`src/rtl/param_loop_pkg.sv`:
```
// rtl/param_loop_pkg.sv - shared state encoding and minimum-period helper for the parameter-loop sequencer
package param_loop_pkg;

    localparam logic [1:0] ST_IDLE     = 2'd0;
    localparam logic [1:0] ST_COUNT    = 2'd1;
    localparam logic [1:0] ST_PULSE    = 2'd2;
    localparam logic [1:0] ST_WAIT_ACK = 2'd3;

    typedef enum logic [1:0] {
        IDLE     = ST_IDLE,
        COUNT    = ST_COUNT,
        PULSE    = ST_PULSE,
        WAIT_ACK = ST_WAIT_ACK
    } loop_state_t;

    // Shortest period that leaves room for the full request pulse plus one
    // acknowledge cycle, so a new pulse never starts back-to-back with the last.
    function automatic int min_period(input int pulse_cycles);
        return pulse_cycles + 2;
    endfunction

endpackage

```
`src/rtl/param_loop_period_timer.sv`:
```
// rtl/param_loop_period_timer.sv - reloadable period down-counter with minimum-period clamp
// Ports:
//   clk, reset : clock, synchronous active-high reset
//   run        : counter active; low holds the counter at 0
//   period     : requested period in clk cycles, sampled at every reload
//   expire     : high while the counter sits at 0 after having been loaded
module param_loop_period_timer #(
    parameter int PERIOD_W   = 24,
    parameter int MIN_PERIOD = 6
) (
    input  logic                clk,
    input  logic                reset,
    input  logic                run,
    input  logic [PERIOD_W-1:0] period,
    output logic                expire
);

    localparam logic [PERIOD_W-1:0] MIN_P = PERIOD_W'(MIN_PERIOD);
    localparam logic [PERIOD_W-1:0] ONE_P = PERIOD_W'(1);

    logic [PERIOD_W-1:0] count_q;
    logic                running_q;
    logic [PERIOD_W-1:0] reload;

    always_comb begin
        reload = (period < MIN_P) ? (MIN_P - ONE_P) : (period - ONE_P);
    end

    // running_q separates the initial load (leaving IDLE) from a genuine
    // expiry, since both see the counter at 0.
    always_ff @(posedge clk) begin
        if (reset) begin
            count_q   <= '0;
            running_q <= 1'b0;
        end else if (!run) begin
            count_q   <= '0;
            running_q <= 1'b0;
        end else if (!running_q || (count_q == '0)) begin
            count_q   <= reload;
            running_q <= 1'b1;
        end else begin
            count_q   <= count_q - ONE_P;
        end
    end

    assign expire = running_q && (count_q == '0);

endmodule

```
`src/rtl/param_loop_tick_sequencer.sv`:
```
// rtl/param_loop_tick_sequencer.sv - periodic loop request generator with ack wait and overrun tracking
// Ports:
//   clk, reset     : clock, synchronous active-high reset
//   enable         : run request (level)
//   period_cycles  : loop period in clk cycles
//   loop_ack       : acknowledge from loop GPIO, rising edge = loop done
//   clear_overrun  : strobe clearing overrun and overrun_count
//   loop_req       : request pulse to loop GPIO
//   tick           : one-cycle strobe at every period expiry
//   busy           : high while pulsing or waiting for acknowledge
//   overrun        : sticky, a tick occurred while busy
//   overrun_count  : saturating count of overrun ticks
module param_loop_tick_sequencer
    import param_loop_pkg::*;
#(
    parameter int PERIOD_W     = 24,
    parameter int PULSE_CYCLES = 4,
    parameter int CNT_W        = 8
) (
    input  logic                clk,
    input  logic                reset,
    input  logic                enable,
    input  logic [PERIOD_W-1:0] period_cycles,
    input  logic                loop_ack,
    input  logic                clear_overrun,
    output logic                loop_req,
    output logic                tick,
    output logic                busy,
    output logic                overrun,
    output logic [CNT_W-1:0]    overrun_count
);

    localparam int              MIN_PERIOD = min_period(PULSE_CYCLES);
    localparam int              PC_W       = $clog2(PULSE_CYCLES + 1);
    localparam logic [PC_W-1:0] PULSE_LAST = PC_W'(PULSE_CYCLES - 1);
    localparam logic [PC_W-1:0] PC_ONE     = PC_W'(1);
    localparam logic [CNT_W-1:0] CNT_ONE   = CNT_W'(1);

    loop_state_t     state_q;
    loop_state_t     state_d;
    logic [PC_W-1:0] pulse_cnt_q;
    logic            ack_prev_q;
    logic            ack_rise;
    logic            expire;
    logic            run;
    logic            overrun_event;

    assign ack_rise = loop_ack && !ack_prev_q;
    assign run      = (state_d != IDLE);

    param_loop_period_timer #(
        .PERIOD_W   (PERIOD_W),
        .MIN_PERIOD (MIN_PERIOD)
    ) u_timer (
        .clk    (clk),
        .reset  (reset),
        .run    (run),
        .period (period_cycles),
        .expire (expire)
    );

    always_comb begin
        state_d = state_q;
        case (state_q)
            IDLE: begin
                if (enable) state_d = COUNT;
            end
            COUNT: begin
                if (!enable)     state_d = IDLE;
                else if (expire) state_d = PULSE;
            end
            PULSE: begin
                // The pulse always runs to completion; enable only picks the exit.
                if (pulse_cnt_q == '0) state_d = enable ? WAIT_ACK : IDLE;
            end
            WAIT_ACK: begin
                // An ack landing on the expiry cycle closes the old loop first,
                // so the expiry starts a fresh pulse instead of counting an overrun.
                if (!enable)       state_d = IDLE;
                else if (ack_rise) state_d = expire ? PULSE : COUNT;
            end
            default: state_d = IDLE;
        endcase
    end

    always_comb begin
        overrun_event = 1'b0;
        if (expire) begin
            if (state_q == PULSE)                     overrun_event = 1'b1;
            else if (state_q == WAIT_ACK && !ack_rise) overrun_event = 1'b1;
        end
    end

    always_ff @(posedge clk) begin
        if (reset) begin
            state_q       <= IDLE;
            pulse_cnt_q   <= '0;
            ack_prev_q    <= 1'b0;
            loop_req      <= 1'b0;
            tick          <= 1'b0;
            busy          <= 1'b0;
            overrun       <= 1'b0;
            overrun_count <= '0;
        end else begin
            state_q    <= state_d;
            ack_prev_q <= loop_ack;
            tick       <= expire;
            loop_req   <= (state_d == PULSE);
            busy       <= (state_d == PULSE) || (state_d == WAIT_ACK);

            if (state_d == PULSE && state_q != PULSE) begin
                pulse_cnt_q <= PULSE_LAST;
            end else if (state_q == PULSE && pulse_cnt_q != '0) begin
                pulse_cnt_q <= pulse_cnt_q - PC_ONE;
            end

            // A new overrun wins over a simultaneous clear and restarts the count at 1.
            if (overrun_event) begin
                overrun <= 1'b1;
                if (clear_overrun) begin
                    overrun_count <= CNT_ONE;
                end else if (overrun_count != '1) begin
                    overrun_count <= overrun_count + CNT_ONE;
                end
            end else if (clear_overrun) begin
                overrun       <= 1'b0;
                overrun_count <= '0;
            end
        end
    end

endmodule

```
`config.mk`:
```
export PLATFORM = sky130hd
export DESIGN_NAME = param_loop_tick_sequencer
export DESIGN_NICKNAME = d
export VERILOG_FILES = /design/src/rtl/param_loop_pkg.sv /design/src/rtl/param_loop_period_timer.sv /design/src/rtl/param_loop_tick_sequencer.sv
export SDC_FILE = /design/constraint.sdc
export NUM_CORES = 1
export LEC_CHECK = 0
export ABC_AREA = 1
export BUFFER_PORTS_ARGS = -buffer_cell sky130_fd_sc_hd__buf_2
export CAP_MARGIN = 10
export CORE_AREA = 10 10 88 90
export CTS_BUF_LIST = sky130_fd_sc_hd__clkbuf_4
export DETAILED_ROUTE_END_ITERATION = 10
export DIE_AREA = 0 0 98 100
export PLACE_DENSITY = 0.76
export SYNTH_ARGS = -nofsm -noshare
export SYNTH_HDL_FRONTEND = slang
export SYNTH_SLANG_ARGS = --single-unit
```
`constraint.sdc`:
```
create_clock -name clk -period 1.4 [get_ports clk]
set_input_delay 0.07 -clock clk [delete_from_list [all_inputs] [get_ports clk]]
set_output_delay 0.07 -clock clk [all_outputs]
set_load 0.005 [all_outputs]
```
Word-level counts from Yosys, hierarchy flattened
Index checks and enable logic that the tools add are counted.
Word-level totals
  bits in registers: 43
  input bits: 29
  word-level logic and storage cells: 67
Operators by class
  add/sub/neg operators: 4
  $lt $le $gt $ge: 1
  equality and inequality tests: 7
  mux-type cells: 22
  bitwise logic cells: 1
  reduce and logical (&&, ||, !) cells: 21
Operators by type and width (count)
  2-to-1 mux 24 bit: 2
  subtractor 24 x 1 -> 24 bit (second input constant): 2
  2-to-1 mux 8 bit: 4
  logical NOT 24 bit: 1
  less-than comparator 24 x 3 -> 1 bit (second input constant): 1
  2-to-1 mux 2 bit: 10
  adder 8 x 1 -> 8 bit (second input constant): 1
  equality test 2 bit (second input constant): 4
  != test 8 bit (second input constant): 1
  case mux 2 bit (4 select lines): 1
  nonzero test 2 bit: 4
  logical AND 1 bit: 5
  2-to-1 mux 1 bit: 5
  OR reduction 2 bit: 2
  logical NOT 1 bit: 3
  logical NOT 3 bit: 1
  nonzero test 3 bit: 1
  subtractor 3 x 1 -> 3 bit (second input constant): 1
  equality test 2 x 1 -> 1 bit (second input constant): 1
  logical NOT 2 bit: 1
  logical OR 1 bit: 2
  != test 2 bit (second input constant): 1
  AND reduction 2 bit: 1
  inverter 1 bit: 1

Depth between registers and ports, before layout
Gate-level depths: netlist (run 1).
  depth in word-level cells: 9
  mapped depth: 11
  mapped depth without buffers: 10

Hierarchy
Synthesis (run 1) repeated with hierarchy kept, for this count alone.
Unflattened totals
  cell total of the unflattened synthesis: 522
  area, all modules: 3139.3 µm²
By module, submodules not included
  param_loop_period_timer: instances 1, cells an instance 381, area each 2213.4 µm²
  param_loop_tick_sequencer: instances 1, cells an instance 141, area each 925.9 µm²

Worst setup path after synthesis (run 1)
Ideal clock, no wire load.
  path kind: register to register
  from: register u_timer.count_q[0]
  to: register u_timer.count_q[11]
  arrival: 1.453 ns
  slack: -0.119 ns
  cell stages (with the launch flop): 12
  path through: dfxtp_1 > inv_1 > ha_1 > nand2_2 > nor2_4 > nand3_4 > nand2_4 > nand2_4 > inv_6 > buf_12 > nand2_2 > a21oi_2
Between the ends
  word-level cells in the longest chain between the ends: 9
  elaborated cells between the ends (all ways): 14
  classes of those cells: add/sub (1); mux (7); bitwise (1); reduce/logical (5)
Ends and longest elaborated chain
  start: declaration: line param_loop_period_timer.sv:21  | logic [PERIOD_W-1:0] count_q;
  start signal: assignment: line param_loop_period_timer.sv:39  | count_q <= reload;
  start signal: assignment: line param_loop_period_timer.sv:42  | count_q <= count_q - ONE_P;
  logical NOT 24 bit: line param_loop_period_timer.sv:38, param_loop_period_timer.sv:46
  logical AND 1 bit: line param_loop_period_timer.sv:46  | assign expire = running_q && (count_q == '0);
  2-to-1 mux 2 bit (2 in a row): line param_loop_tick_sequencer.sv:80  | else if (ack_rise) state_d = expire ? PULSE : COUNT;
  2-to-1 mux 2 bit: line param_loop_tick_sequencer.sv:79  | if (!enable) state_d = IDLE;
  case mux 2 bit (4 select lines): line param_loop_tick_sequencer.sv:64  | case (state_q)
  nonzero test 2 bit: line param_loop_tick_sequencer.sv:49  | assign run = (state_d != IDLE);
  inverter 1 bit (no line)
  OR reduction 2 bit (no line)
Parallel ways exist; a longest one is shown, timed or not.
A chain may end at the register's enable or synchronous reset.

Worst setup path after layout (run 1)
  from: register u_timer.count_q[6]
  to: register u_timer.count_q[17]
Same word-level chain as after synthesis.

==> results of run 1 <==
## timing repair
item / 4_1_cts / 5_1_grt
pin swaps: 24 / 42
cloned: 0 / 1
resized for setup: 41 / 84
endpoints found under the setup margin: 38 / 42
hold buffers: 2 / 0
buffers inserted: 11 / 12
hold endpoints to repair: 2 / 0
## cell families after synthesis
family                   synth area share (%)
flip-flops                               27.4
adder cells (fa/ha/maj)                  2.39
buffers and inverters                    7.94
AO/OA/AOI/OAI                            11.6
XOR/XNOR                                 7.82
AND/OR/NAND/NOR                          42.8
## layout by cell type (no fill, tap or decap), types with 4 or more instances in the layout
master    Yosys  layout
buf_6         0      10
inv_1        51      46
buf_4         1      95
nand2_4       3       8
ha_1          6       4
nand3_4       1       5
dfxtp_1      43      26
xor2_1       17      16
a21oi_1      30      16
nand4_1      10      10
nor2_1       95      74
dfxtp_2       0      14
clkbuf_4      0       6
a21oi_2       9      23
xnor2_1      11      10
inv_2         1       4
nand3_2       2      13
nor2_4        3      19
or2_2         4       4
nand3_1      39      24
nor2_2       11      16
o21ai_0      11       9
nand2_1      93      85
buf_2         2      40
nand2_2      11      13
## per-stage QoR
| step | cells | hold slack (ns) | area [um2] | util (%) |
|---|---|---|---|---|
| floorplan | 484 | 0.139 | 3190 | - |
| global placement | 679 | 0.267 | 4080 | 66.6 |
| detailed placement | 679 | 0.268 | 4080 | 66.6 |
| CTS | 700 | 0.000490 | 4430 | 72.2 |
| global route | 713 | 0.00847 | 4850 | 79.0 |
| finish | 714 | -0.000786 | 4850 | 79.1 |
## final cells by class
type / count / share of cell area, %
Antenna cell: 1 / 0.0516
Clock buffer: 6 / 0.929
Clock inverter: 2 / 1.24
Inverter: 53 / 4.46
Multi-Input combinational cell: 382 / 50.5
Sequential cell: 43 / 18.3
Tap cell: 77 / 1.99
Timing Repair Buffer: 149 / 22.4
Timing Repair inverter: 1 / 0.129
## sequential cells by signal, summed over array words and instances, names as in the netlist, 2 cells and up
| signal | flops |
|---|---|
| overrun_count | 8 |
| pulse_cnt_q | 3 |
| state_q | 2 |
| u_timer.count_q | 24 |
## worst max-delay path: cells and delay by family (launching register included)
kind / cells / cell delay (ns)
AO/OA/AOI/OAI: 1 / 0.11
XOR/XNOR: 1 / 0.21
flip-flops: 1 / 0.39
AND/OR/NAND/NOR: 6 / 0.96
## worst max-delay path by stage
stage / start / to / slack, ns / cells after the start
global placement: u_timer.count_q[1] / u_timer.count_q[8] / -0.13 / 9
global route: u_timer.count_q[6] / u_timer.count_q[9] / -0.36 / 10
CTS: u_timer.count_q[0] / u_timer.count_q[14] / -0.14 / 11
detailed placement: u_timer.count_q[1] / u_timer.count_q[12] / -0.17 / 8
floorplan: u_timer.count_q[11] / pulse_cnt_q[2] / -0.01 / 8
finish: u_timer.count_q[6] / u_timer.count_q[17] / -0.32 / 8
## routing by layer
metal | vias to the layer above | GRT usage (%) | part of all wire [%]
met5 | - | 0 | 0
met2 | 290 | 38.2 | 49
met4 | 0 | 9.40 | 7.2
met1 | 1882 | 20.8 | 36
met3 | 111 | 3.43 | 8.5
li1 | 1858 | - | -
## where the power goes
| part | switching, mW | leakage (nW) | internal [mW] | total [mW] |
|---|---|---|---|---|
| combinational | 0.838 | 1.84 | 0.632 | 1.47 |
| clock | 0.437 | 0.0559 | 0.577 | 1.01 |
| sequential | 0.0571 | 0.359 | 1.27 | 1.33 |
| total | 1.33 | 2.25 | 2.48 | 3.81 |
## synth_stat cells, drive strengths merged
library cell / instances / area [um2]
xnor2: 11 / 96.3
o22ai: 2 / 12.5
ha: 6 / 75.1
o21bai: 1 / 7.51
a31o: 2 / 17.5
inv: 53 / 204
and3: 1 / 6.26
nor2: 110 / 479
o211ai: 1 / 7.51
nand4: 10 / 62.6
a21oi: 39 / 229
dfxtp: 43 / 861
nand3: 42 / 233
or2: 4 / 25.0
xor2: 17 / 149
nor3: 5 / 25.0
a211oi: 1 / 12.5
buf: 4 / 37.5
nor3b: 2 / 15.0
nand2: 107 / 452
clkbuf: 2 / 7.51
o21a: 1 / 7.51
and2: 4 / 25.0
nor4: 1 / 6.26
o2111ai: 1 / 8.76
nand3b: 2 / 15.0
o21ai: 12 / 60.1
==> results.md, run 1 <==
- TritonCTS Buffers: 5
- Routed len/inst: 18.0 um
- Drt total wl: 12.8 mm
- Max Transition Viols Final: 0
- Final setup margin: -0.323 ns
- Die W: 98 um
- Final hold vios: 1
- Pwr Density: 786 nW/um2
- Critical path peak fanout: 3
- Area of the multi-input gates: 2450 um2
- Worst vdd ir: 0.000701 V
- Row cnt: 29
- Fmax: 0.580 GHz
- Worst r2r path cells: 8
- Failing checks: negative hold slack, negative setup slack
- Outcome: complete, but fails checks
- Place WS: -0.169 ns
- Initial antenna violation count: 0
- Die area: 9800 um2
- Io pins: 41
- RSZ-0062 raised after global routing: true
- Initial Util: 51.2%
- Arrival time at the worst endpoint: 2.04 ns
- Die Height: 100 um
- Kind of critical path: reg2reg
- Global-route wire length before repair: 16.8 mm
- Hold path startpoint: period_cycles[21]
- Layout cells sized above 1: 46.5%
- Leakage power: 2.25 nW
- Fillers: 345
- Final ANT Viol Nets: 0
- Ys Warns: 0
- Setup Viol. Count Final: 41
- Worst r2r dst: u_timer.count_q[17]
- Post-DP HPWL: 7.40 mm
- Global-route congestion overflow total: 0
- Hold Path Depth: 4
- Sequential cell area: 890 um2
- Sequential-to-total area share from yosys stat: 27.4%
- Slew HR: 71.9%
- Synth Register Bits: 43
- R2R Path Start: u_timer.count_q[6]
- Sum of negative setup slack: -8.14 ns
- Area added between synthesis and finish: 54.6%
- Clk sinks: 43
- Total power draw: 3.81 mW
- Initial DRC count: 421
- Number of global-route vias before repair: 3,766
- Avg Vias per Cell: 5.80
- Pin slew with the least headroom to its limit: 0.421 ns
- Total track usage: 20.1%
- PortBufs: 40
- Hold endpoint: u_timer.count_q[21]
- CTS clk-pin slew, worst paths: 0.13 ns
- Drt first pass iters: 6
- DRC: 0
- Hold Crit Class: in2reg
- Longest Clk Path Bufs: 2
- CTS H-tree depth: 2
- Netlist cell types: 40
- Clk_skew: 0.00682 ns
- Max stage delay on crit path: 0.39 ns
- Hold Worst Slack: -0.000786 ns
- Startpoint Class: register
- Fin crit share: 123%
- CTS tree: done
- Most frequent CP cell: nand2_1
- Clk root buf: clkbuf_4
- Crit-path slowest cell: dfxtp_4
- Largest net degree at the start of global routing: 20
- R2R setup slack: -0.32 ns
- CORE AREA: 6130 um2
- Avg Cell Area, Syn: 6.48 um2
- Fin crit period: 1.72 ns
- Routed via count: 4,141
- Cells after Synth: 484
- Worst setup EP type: register
- Syn nets: 519
- Syn Std Cell Area: 3140 um2
- Max cap viols: 0
- Insertion delay to the later sink of the worst-skew pair: 0.37 ns
- GP Congestion: 0.918
- Critical Path RT: 1.71 ns
- Nets: 670
- Crit path cell chain: nor2_1 > nand2_1 > nor2_2 > nand2_1 > nor2_2 > xor2_1 > nand2_1 > a21oi_2
Note: power is estimated with default switching activity, not from simulation.
==> run 2, diff against run 1 <==
- CORE_AREA: 10 10 88 90 -> 10 10 74 107
- DIE_AREA: 0 0 98 100 -> 0 0 84 117
==> results.md, run 2 (synthesis gave the netlist of run 1 again) <==
- Top Registers: u_timer.count_q x24, overrun_count x8, pulse_cnt_q x3
- Total track usage: 20.2% (+0.10 points)
- Clk sinks: 43 (unchanged)
- Io pins: 41 (unchanged)
- PortBufs: 40 (unchanged)
- Most used routing layer: met2
- Failing checks: negative setup slack
- Final ANT Viol Nets: 0 (unchanged)
- Nets: 646 (-3.6%)
- Critical Path RT: 1.67 ns (-0.04 ns)
- GRT met1 Usage: 17.6% (-3.2 points)
- CTS H-tree depth: 2 (unchanged)
- CTS clk-pin slew, worst paths: 0.13 ns (about the same)
- Insertion delay to the later sink of the worst-skew pair: 0.37 ns (about the same)
- Most frequent CP cell: nand3_2
- Routed len/inst: 15.1 um (-16%)
- Arrival time at the worst endpoint: 1.95 ns (-0.09 ns)
- Routed via count: 3,682 (-11%)
- R2R setup slack: -0.28 ns (+0.04 ns)
- Max Transition Viols Final: 0 (unchanged)
- Most frequent cells in the layout: nand2_1 (80), nor2_1 (70), buf_4 (70)
- Total power draw: 3.27 mW (-14%)
- Leakage power: 2.09 nW (-7.1%)
- Post-route cell area: 4570 um2 (-5.7%)
- R2R Path Start: u_timer.count_q[1]
- Initial antenna violation count: 0 (unchanged)
- Final hold vios: 0 (-1)
- Startpoint Class: register
- Worst setup EP type: register
- # diodes: 0 (-1)
- Post-DP HPWL: 7.37 mm (-0.48%)
- RSZ-0062 raised after global routing: true
- Longest Clk Path Bufs: 2 (unchanged)
- Max cap viols: 0 (unchanged)
- Fin crit share: 120% (-2.9 points)
- Initial DRC count: 154 (-63%)
- Crit-path slowest cell: dfxtp_2
- Die area: 9830 um2 (+0.29%)
- DRC: 0 (unchanged)
- Max stage delay on crit path: 0.36 ns (-0.03 ns)
- Avg Vias per Cell: 5.37 (-7.5%)
- Top reg by flops: u_timer.count_q
- Hold Crit Class: in2reg
- Layout cells sized above 1: 44.6% (-1.9 points)
- Slew HR: 65.3% (-6.6 points)
- Die Height: 117 um (+17%)
- Largest register FFs: 24 (unchanged)
- Pwr Density: 714 nW/um2 (-9.2%)
- Fmax: 0.594 GHz (+2.4%)
- Global-route congestion overflow total: 0 (unchanged)
- GP Congestion: 0.945 (+2.9%)
- Clk_skew: 0.0122 ns (+0.00537 ns)
- Most common cell after layout, fill and taps aside: nand2_1
- Outcome: complete, but fails checks
- Setup Viol. Count Final: 41 (unchanged)
- Hold path startpoint: period_cycles[7]
- Largest net degree at the start of global routing: 23 (+15%)
- Critical path peak fanout: 3 (unchanged)
- M2 GR Usage: 38.9% (+0.63 points)
- Setup crit start: u_timer.count_q[1]
- Drt first pass iters: 5 (-1)
- CORE AREA: 6040 um2 (-1.4%)
- Worst vdd ir: 0.000376 V (-46%)
- Area added between synthesis and finish: 45.8%
- Number of global-route vias before repair: 3,870 (+2.8%)
- Met3 usage: 4.29% (+0.86 points)
- TritonCTS Buffers: 5 (unchanged)
- Fin crit period: 1.68 ns (-0.0408 ns)
- Pin slew with the least headroom to its limit: 0.520 ns (+0.0990 ns)
- Post-DP Area: 4000 um2 (-2.1%)
- CTS tree: done
- Drt total wl: 10.3 mm (-19%)
- Initial Util: 51.9% (+0.75 points)
- Row cnt: 35 (+21%)
- Kind of critical path: reg2reg
- Final setup margin: -0.282 ns (+0.0408 ns)
- Die W: 84 um (-14%)
- Crit path cell chain: inv_2 > ha_4 > nand3_2 > nor2_2 > nand4_1 > buf_4 > nor2_4 > nand3_2 > nand2_2 > a21oi_2
- Global-route wire length before repair: 16.5 mm (-1.8%)
- Clk root buf: clkbuf_4
==> run 2: changes by cell type in the layout (fill, tap and decap cells not counted), sizes merged <==
cell and delta:
buf -26, inv +2, dlygate4sd3 +1, bufinv -2
diode -1, clkinvlp +1
==> run 2: where the power goes <==
group	internal [mW]	switching [mW]	leakage, nW
sequential	1.27	0.0539	0.358
clock	0.214	0.430	0.0317
combinational	0.569	0.727	1.70
total	2.06	1.21	2.09
==> run 2: what timing repair did <==
action	4_1_cts	5_1_grt
hold buffers	3	0
setup buffers	6	3
resized for setup	62	57
endpoints found under the setup margin	39	41
cloned	2	0
pin swaps	22	27
hold endpoints to repair	3	0
==> run 2: final timing paths <==
| check | cells after the start | endpoint |
|---|---|---|
| worst max-delay path | 10 | overrun_count[5] |
| worst min-delay path | 4 | u_timer.count_q[7] |
| worst max register to register | 10 | overrun_count[5] |
| worst min register to register | 2 | overrun |
==> run 2: stage by stage <==
stage	TNS [ns]	setup WS (ns)	instances	utilization (%)	hold slack, ns
6_report	-6.93	-0.282	686	75.7	0.00525
5_1_grt	-10.42	-0.405	686	75.7	0.0215
4_1_cts	-3.14	-0.172	684	71.9	0.00123
3_5_place_dp	-3.35	-0.209	665	66.1	0.283
3_3_place_gp	-1.87	-0.171	665	66.1	0.285
2_1_floorplan	-0.0110	-0.0110	484	-	0.139
==> run 2: final cells by class <==
type | instances | area (um2)
Sequential cell | 43 | 886
Timing Repair inverter | 2 | 17.5
Multi-Input combinational cell | 382 | 2410
Clock inverter | 2 | 12.5
Inverter | 53 | 216
Clock buffer | 6 | 45.0
Timing Repair Buffer | 124 | 897
Tap cell | 74 | 92.6
Fill cell | 455 | 1470
==> run 2: per-layer routing <==
layer	share of wire, %	routed length (um)
met4	7.6	789
met3	4.3	444
met1	36	3680
met5	0	0
met2	52	5430
==> run 2: critical path, delay by kind of cell (launching register included) <==
| family | cells | cell delay, ns |
|---|---|---|
| buf+inv | 2 | 0.32 |
| fa+ha+maj | 1 | 0.17 |
| flops | 1 | 0.36 |
| simple gates | 6 | 0.69 |
| compound gates | 1 | 0.03 |
